**config.mk**
```make
export PLATFORM = sky130hd
export DESIGN_NAME = instr_fetch_flat
export DESIGN_NICKNAME = d
export VERILOG_FILES = /design/src/rtl/proc_pkg.sv /design/src/rtl/instr_fetch_if.sv /design/src/rtl/fetch_skid.sv /design/src/rtl/instr_fetch.sv /design/src/flat_wrapper.sv
export SDC_FILE = /design/constraint.sdc
export NUM_CORES = 1
export LEC_CHECK = 0
export BUFFER_PORTS_ARGS = -buffer_cell sky130_fd_sc_hd__clkbuf_2
export CORE_ASPECT_RATIO = 0.7
export CORE_MARGIN = 2
export CORE_UTILIZATION = 45
export DETAILED_ROUTE_END_ITERATION = 6
export PLACE_DENSITY = 0.68
export SYNTH_ARGS = -nofsm -noshare
export SYNTH_HDL_FRONTEND = slang
export SYNTH_SLANG_ARGS = --single-unit
export TNS_END_PERCENT = 5
```
**constraint.sdc**
```tcl
create_clock -name clk -period 4.91 [get_ports clk]
set_clock_uncertainty 0.15 [all_clocks]
set_input_delay 0.491 -clock clk [delete_from_list [all_inputs] [get_ports clk]]
set_output_delay 0.491 -clock clk [all_outputs]
set_load 0.05 [all_outputs]
```
**src/rtl/proc_pkg.sv**
```systemverilog
// Shared definitions for the instruction fetch unit: opcodes, FSM states and
// default address/instruction widths.
package proc_pkg;

    localparam int PC_W_DEF    = 12;
    localparam int INSTR_W_DEF = 16;

    typedef enum logic [3:0] {
        OP_CMP = 4'b1000,
        OP_MOV = 4'b1011,
        OP_LD  = 4'b1100,
        OP_ST  = 4'b1101,
        OP_BT  = 4'b1110,
        OP_NOP = 4'b1111
    } opcode_e;

    typedef enum logic [1:0] {
        ST_IDLE,
        ST_RUN,
        ST_REDIRECT
    } fetch_state_e;

endpackage

```
**src/rtl/instr_fetch_if.sv**
```systemverilog
// Instruction memory read port: address/read request out, data back one cycle later.
interface instr_fetch_if
    import proc_pkg::*;
#(
    parameter int PC_W    = PC_W_DEF,
    parameter int INSTR_W = INSTR_W_DEF
) ();

    logic [PC_W-1:0]    imem_addr;
    logic               imem_rd;
    logic [INSTR_W-1:0] imem_data;

    modport master (output imem_addr, output imem_rd, input imem_data);
    modport slave  (input imem_addr, input imem_rd, output imem_data);

endinterface

```
**src/rtl/fetch_skid.sv**
```systemverilog
// One-entry skid register that parks a fetched word while the issue stage is stalled.
module fetch_skid #(
    parameter int W = 28
) (
    input  logic         clk,
    input  logic         rst,
    input  logic         load,
    input  logic         clear,
    input  logic [W-1:0] din,
    output logic         valid,
    output logic [W-1:0] dout
);

    logic         valid_q, valid_d;
    logic [W-1:0] data_q, data_d;

    always_comb begin
        valid_d = valid_q;
        data_d  = data_q;
        if (clear) begin
            valid_d = 1'b0;
        end else if (load) begin
            valid_d = 1'b1;
            data_d  = din;
        end
    end

    always_ff @(posedge clk or posedge rst) begin
        if (rst) begin
            valid_q <= 1'b0;
        end else begin
            valid_q <= valid_d;
        end
    end

    // Payload is only meaningful while valid_q is set, so it carries no reset.
    always_ff @(posedge clk) begin
        data_q <= data_d;
    end

    assign valid = valid_q;
    assign dout  = data_q;

endmodule

```
**src/rtl/instr_fetch.sv**
```systemverilog
// Instruction fetch unit: sequential fetch with one-cycle memory latency, stall skid,
// compare flag and taken-branch redirect (two bubbles).
module instr_fetch
    import proc_pkg::*;
#(
    parameter int PC_W    = PC_W_DEF,
    parameter int INSTR_W = INSTR_W_DEF
) (
    input  logic               clk,
    input  logic               rst,
    input  logic               start,
    input  logic               stall,
    instr_fetch_if.master      mem,
    output logic [INSTR_W-1:0] instr_out,
    output logic [3:0]         opcode_out,
    output logic               instr_valid,
    output logic [PC_W-1:0]    pc_out,
    input  logic               branch,
    input  logic               cmp_en,
    input  logic               cmp_result,
    output logic               flag,
    output logic               busy
);

    fetch_state_e       state_q, state_d;
    logic [PC_W-1:0]    pc_q, pc_d;
    logic               req_q;
    logic [PC_W-1:0]    req_addr_q;
    logic [INSTR_W-1:0] ir_q, ir_d;
    logic [PC_W-1:0]    ir_pc_q, ir_pc_d;
    logic               vld_q, vld_d;
    logic               flag_q, flag_d;

    logic rd, advance, taken, live;
    logic skid_load, skid_clear, skid_vld;
    logic [PC_W+INSTR_W-1:0] skid_dout;

    fetch_skid #(.W(PC_W + INSTR_W)) u_skid (
        .clk   (clk),
        .rst   (rst),
        .load  (skid_load),
        .clear (skid_clear),
        .din   ({req_addr_q, mem.imem_data}),
        .valid (skid_vld),
        .dout  (skid_dout)
    );

    always_comb begin
        rd      = (state_q != ST_IDLE) && !stall;
        advance = vld_q && !stall;
        // flag_q is the value before this cycle's compare update
        taken   = advance && branch && flag_q;
        // the word returning during REDIRECT belongs to the abandoned sequential path
        live    = req_q && (state_q != ST_REDIRECT);

        state_d = state_q;
        case (state_q)
            ST_IDLE:     if (start) state_d = ST_RUN;
            ST_RUN:      if (taken) state_d = ST_REDIRECT;
            ST_REDIRECT: state_d = ST_RUN;
            default:     state_d = ST_IDLE;
        endcase

        pc_d = pc_q;
        if (taken) begin
            pc_d = ir_q[PC_W-1:0];
        end else if (rd) begin
            pc_d = pc_q + PC_W'(1);
        end

        flag_d = (advance && cmp_en) ? cmp_result : flag_q;

        ir_d       = ir_q;
        ir_pc_d    = ir_pc_q;
        vld_d      = vld_q;
        skid_load  = 1'b0;
        skid_clear = 1'b0;
        if (taken) begin
            vld_d      = 1'b0;
            skid_clear = 1'b1;
        end else if (stall) begin
            skid_load = live;
        end else if (skid_vld) begin
            // a parked word is older than anything arriving now, so it issues first
            {ir_pc_d, ir_d} = skid_dout;
            vld_d           = 1'b1;
            skid_clear      = 1'b1;
        end else begin
            vld_d = live;
            if (live) begin
                ir_d    = mem.imem_data;
                ir_pc_d = req_addr_q;
            end
        end
    end

    always_ff @(posedge clk or posedge rst) begin
        if (rst) begin
            state_q    <= ST_IDLE;
            pc_q       <= '0;
            req_q      <= 1'b0;
            req_addr_q <= '0;
            ir_q       <= '0;
            ir_pc_q    <= '0;
            vld_q      <= 1'b0;
            flag_q     <= 1'b0;
        end else begin
            state_q    <= state_d;
            pc_q       <= pc_d;
            req_q      <= rd;
            req_addr_q <= pc_q;
            ir_q       <= ir_d;
            ir_pc_q    <= ir_pc_d;
            vld_q      <= vld_d;
            flag_q     <= flag_d;
        end
    end

    assign mem.imem_addr = pc_q;
    assign mem.imem_rd   = rd;
    assign instr_out     = ir_q;
    assign instr_valid   = vld_q;
    assign pc_out        = ir_pc_q;
    assign opcode_out    = vld_q ? ir_q[INSTR_W-1 -: 4] : OP_NOP;
    assign flag          = flag_q;
    assign busy          = (state_q != ST_IDLE);

endmodule

```
**src/flat_wrapper.sv**
```systemverilog
// flat-port wrapper written by rule: the top's interface ports become plain ports
module instr_fetch_flat import proc_pkg::*;
#(
    parameter int PC_W    = PC_W_DEF,
    parameter int INSTR_W = INSTR_W_DEF
)
  (clk, rst, start, stall, instr_out, opcode_out, instr_valid, pc_out, branch, cmp_en, cmp_result, flag, busy, mem_imem_addr, mem_imem_rd, mem_imem_data);
  instr_fetch_if #(.PC_W(PC_W), .INSTR_W(INSTR_W)) mem_i ();
  input  logic clk;
  input  logic rst;
  input  logic start;
  input  logic stall;
  output logic [INSTR_W-1:0] instr_out;
  output logic [3:0] opcode_out;
  output logic instr_valid;
  output logic [PC_W-1:0] pc_out;
  input  logic branch;
  input  logic cmp_en;
  input  logic cmp_result;
  output logic flag;
  output logic busy;
  output wire logic [$bits(mem_i.imem_addr)-1:0] mem_imem_addr;
  output wire logic [$bits(mem_i.imem_rd)-1:0] mem_imem_rd;
  input wire logic [$bits(mem_i.imem_data)-1:0] mem_imem_data;
  assign mem_imem_addr = mem_i.imem_addr;
  assign mem_imem_rd = mem_i.imem_rd;
  assign mem_i.imem_data = mem_imem_data;
  instr_fetch #(.PC_W(PC_W), .INSTR_W(INSTR_W)) u_core (.clk(clk), .rst(rst), .start(start), .stall(stall), .mem(mem_i), .instr_out(instr_out), .opcode_out(opcode_out), .instr_valid(instr_valid), .pc_out(pc_out), .branch(branch), .cmp_en(cmp_en), .cmp_result(cmp_result), .flag(flag), .busy(busy));
endmodule
```
## Word level (Yosys, flattened, before mapping)

Cells that the tools add are included.

- Output and inout port bits: 48
- Logic and storage cells: 55
- Input bits: 23
- Flip-flop bits (word level): 86

- Reductions and logical operators: 15
- Equal/unequal tests: 6
- Bitwise logic cells: 3
- Add/subtract/negate cells: 1
- Multiplexer cells: 20

Operator list:

| operator | count |
|---|---|
| 2-to-1 mux 12 bit | 4 |
| 2-to-1 mux 16 bit | 2 |
| adder 12 x 1 -> 12 bit, second input constant | 1 |
| 2-to-1 mux 1 bit | 10 |
| nonzero test 2 bit | 4 |
| logical AND 1 bit | 6 |
| case mux 2 bit (3 select lines) | 1 |
| 2-to-1 mux 2 bit | 2 |
| 2-to-1 mux 4 bit | 1 |
| != test 2 x 1 -> 1 bit, second input constant | 2 |
| != test 2 bit, second input constant | 2 |
| AND reduction 2 bit | 2 |
| inverter 1 bit | 3 |
| AND reduction 3 bit | 1 |
| equality test 2 x 1 -> 1 bit, second input constant | 1 |
| equality test 2 bit, second input constant | 1 |
| zero test 2 bit | 1 |
| zero test 1 bit | 1 |

## Logic depth before layout (Yosys ltp)

- Depth in word-level cells: 7
- Mapped depth: 6
- Depth with buffers taken out: 5

## By module

Synthesis repeated with hierarchy kept, for this count alone.

- Cell total of the unflattened synthesis: 234
- Area total of the unflattened synthesis: 3518.4 um2

Modules (own cells, without submodules):

| module | area an instance (um2) | times used | sequential area each (um2) | cells each |
|---|---|---|---|---|
| instr_fetch | 2632.5 | 1 | 1426.4 | 202 |
| fetch_skid | 885.8 | 1 | 865.8 | 32 |

## Least setup slack after synthesis

OpenSTA, ideal clock, no wires.

- Kind: register to register
- Start point: reg u_core.flag_q (netlist: u_core.flag)
- End point: reg u_core.ir_q[5] (netlist: u_core.instr_out[5])
- Data arrival time: 1.581 ns
- Period minus slack after synthesis: 1.859 ns
- Setup slack: 3.051 ns
- Required time: 4.633 ns
- Setup time: 0.127 ns
- Path buffers: 2
- Cell stages (with the launch flop): 5
- Path through: dfrtp_1 a311oi_2 buf_6 buf_12 mux2_1

- Longest elaborated chain between the ends: 3

Ends and longest elaborated chain:

| what | line | source |
|---|---|---|
| start, declared | instr_fetch.sv:32 | `logic flag_q, flag_d;` |
| start signal, assigned | instr_fetch.sv:115 | `flag_q <= flag_d;` |
| logical AND 1 bit | instr_fetch.sv:52 | `taken = advance && branch && flag_q;` |
| inverter 1 bit (no source line) | n/a |  |
| AND reduction 3 bit (no source line) | n/a |  |
| end signal, assigned | instr_fetch.sv:112 | `ir_q <= ir_d;` |
| end, declared | instr_fetch.sv:29 | `logic [INSTR_W-1:0] ir_q, ir_d;` |

No other way between the ends.
A chain may end at the register's enable or synchronous reset.

## Worst setup path after layout

- Start point: reg u_core.state_q[0]
- End point: reg u_core.ir_pc_q[5] (netlist: u_core.pc_out[5])

- Longest elaborated chain between the ends: 4

Ends and longest elaborated chain:

| what | line | source |
|---|---|---|
| start, declared | instr_fetch.sv:25 | `fetch_state_e state_q, state_d;` |
| start signal, assigned | instr_fetch.sv:108 | `state_q <= state_d;` |
| != test 2 bit | instr_fetch.sv:54 | `live = req_q && (state_q != ST_REDIRECT);` |
| logical AND 1 bit | instr_fetch.sv:54 |  |
| nonzero test 2 bit (no source line) | n/a |  |
| AND reduction 3 bit (no source line) | n/a |  |
| end signal, assigned | instr_fetch.sv:113 | `ir_pc_q <= ir_pc_d;` |
| end, declared | instr_fetch.sv:30 | `logic [PC_W-1:0] ir_pc_q, ir_pc_d;` |

No other way between the ends.

==> flow_summary_export.csv <==
group,metric,value,unit
run_status,outcome,"completed",
clocking,clock_latency,0.35,ns
timing,drv_slew,0,
layout,diodes,0,
layout,multi_input_area,0.00115,mm2
die,die_w,110,um
critical_path,r2r_cells,5,
synthesis,yosys.area_share.adder,0.00357,
clocking,ctsHoldBuffers,0,
global_route,grt_pass1_vias,2117,
synthesis,yosysSeqAreaShare,0.653,
die,initial_core_util,0.473,
clocking,clockBufferDepth,2,
synthesis,synthMuxAreaShare,0.191,
layout,nNetsFinal,334,
detailed_routing,dr.pass1.iters,4,
place,portBuffers,70,
detailed_routing,ant_nets,0,
critical_path,crit_arrival,2.61,ns
critical_path,r2r_start,"u_core.state_q[0]",
global_route,grt_overflow,0,
synthesis,netlist_instances,234,
critical_path,end_kind,"register",
clocking,post-cts-setup-buffers,0,
global_route,grt_max_degree,59,
die,die_area,0.00853,mm2
job,maxCapViolCount,0,
layout,area_growth,18.3,%
critical_path,start_kind,"register",
critical_path,r2r-end,"u_core.pc_out[5]",
synthesis,synth_edf_count,28,
synthesis,synth.distinct_cells,36,
detailed_routing,wl,6780,um
synthesis,ys_async_sr_fraction,0.674,
detailed_routing,route.detailed.drc,0,
synthesis,synth_warnings,0,
clocking,ctsRootBufferMaster,"clkbuf_8",
timing,slew-limit-headroom,0.410,
place,hpwl,4560,um
die,io-pin-count,71,
synthesis,syn-num-nets,258,
critical_path,setup.worst_path.start,"u_core.state_q[0]",
clocking,clkSinkCount,86,
critical_path,setup.worst_path.end,"u_core.pc_out[5]",
timing,fmax,396,MHz
hold_path,hp-class,"input pin to async pin",
global_route,grt_pass1_wl,11000,um
layout,fillCellCount,644,
critical_path,rrSetupSlack,2.38,ns
synthesis,synth_top_family_by_area,"multiplexers",
timing,fin_crit_sh,0.515,
timing,hold_viol_final,0,
global_route,track_usage,0.174,
place,routabilityCongestion,0.775,
clocking,cts_tree,"done",
critical_path,crit_fanout,15,
clocking,cts_resized,0,
synthesis,synthXorXnorAreaFrac,0.0225,
synthesis,synth-compound-area-share,0.0317,
critical_path,cp.required,5.00,ns
die,rows,26,
die,die_h,77.9,um
detailed_routing,via_per_inst,5.04,
synthesis,synth_ff_type,"dfrtp_1",
detailed_routing,via_count,2075,
layout,layout-drive-gt1-share,0.478,
layout,regArea,0.00229,mm2
global_route,antenna_found_initial,0,
synthesis,synthTopCellsByArea,"dfrtp_1 (41%), edfxtp_1 (24%), mux2_2 (15%)",
detailed_routing,drt-initial-drc-count,99,
timing,setup_violations,0,
timing,tightest_slew,0.885,ns
clocking,numCtsBuffers,9,
critical_path,worstSetupPathType,"register to register",
synthesis,synth_top_area_frac,0.414,
timing,rsz0062_at_grt,"false",
synthesis,synth-simple-area-share,0.0752,
die,core-area,0.00742,mm2
synthesis,syn_area,0.00351,mm2
clocking,clkSlewWorstSetupHoldPaths,0.08,ns
detailed_routing,routedWlPerCell,16.5,um
timing,fin_crit,2.53,ns
timing,fin_tns_setup,0,ns
synthesis,yosysTopAreaCell,"dfrtp_1",
synthesis,synth-seq-cells,86,
clocking,h-tree-depth,3,
synthesis,avgSynthCellArea,15.0,um2
[critical path, cell delays in order (launching register included)]
cell	delay, ns
dfrtp_1	0.41
nand2b_1	0.14
a21oi_1	0.12
a311oi_4	0.79
buf_4	0.41
mux2_2	0.37
[flip-flops by register name, summed over array words and instances (netlist names)]
| register | count |
|---|---|
| u_core.req_q | 1 |
| u_core.req_addr_q | 12 |
| u_core.state_q | 2 |
| u_core.flag | 1 |
| u_core.pc_out | 12 |
| u_core.mem.imem_addr | 12 |
| u_core.u_skid.valid | 1 |
| u_core.instr_valid | 1 |
| u_core.instr_out | 16 |
| u_core.u_skid.dout | 28 |
[cells in the final DEF (no fill, tap or decap), types with 6 or more instances in the layout]
| cell type | netlist | routed |
|---|---|---|
| clkbuf_2 | 0 | 70 |
| edfxtp_1 | 28 | 28 |
| clkbuf_8 | 0 | 9 |
| o21ai_0 | 8 | 8 |
| nor2_1 | 9 | 9 |
| mux2_4 | 8 | 8 |
| nand2b_1 | 6 | 6 |
| nand2_1 | 18 | 18 |
| dfrtp_1 | 58 | 58 |
| mux2_2 | 48 | 48 |
| xnor2_1 | 7 | 7 |
[synth_stat cells, drive strengths merged, types with 4 or more instances]
library cell / n
nand2b: 6
nand3: 5
buf: 4
xnor2: 7
mux2: 57
nand2: 18
nor2: 9
dfrtp: 58
edfxtp: 28
o21ai: 8
[per-stage QoR]
stage,util,worst slack (ns),cells,hold slack [ns],cell area (um2)
2_1_floorplan,-,2.84,234,0.271,3510
3_3_place_gp,0.532,2.39,397,0.275,3950
3_5_place_dp,0.532,2.35,397,0.279,3950
4_1_cts,0.560,2.37,412,0.160,4150
5_1_grt,0.560,2.21,412,0.151,4150
6_report,0.560,2.38,412,0.175,4150
[logic make-up after synthesis]
| group | Yosys count |
|---|---|
| flip-flops | 86 |
| multiplexers | 57 |
| AND/OR/NAND/NOR | 53 |
| AO/OA/AOI/OAI | 17 |
| buffers and inverters | 11 |
| XOR/XNOR | 9 |
| adder cells (fa/ha/maj) | 1 |
[layout make-up]
class | instances | area share
tap | 98 | 0.0295
inverter | 3 | 0.00271
sequential | 86 | 0.552
clock buffer | 10 | 0.0307
clock inverter | 5 | 0.0181
timing repair buffer | 73 | 0.0898
multi-input combinational | 137 | 0.277
[routing by layer]
metal / track usage / part of all wire / routed length [um]
met3: 0.0664 / 0.058 / 394
met4: 0.0380 / 0.0078 / 53
met1: 0.261 / 0.51 / 3460
met2: 0.238 / 0.42 / 2870
met5: 0 / 0 / 0
[worst min-delay path by stage]
stage,slack (ns),to,cells past startpoint
floorplan,0.27,u_core.u_skid.dout[16],0
global placement,0.28,u_core.u_skid.dout[27],0
detailed placement,0.28,u_core.u_skid.dout[20],0
CTS,0.16,u_core.u_skid.dout[15],1
global route,0.15,u_core.u_skid.dout[15],1
finish,0.18,u_core.pc_out[11],3
Power is not shown: default switching activity piles up to over one toggle a cycle in this logic, so the estimate is an artifact.
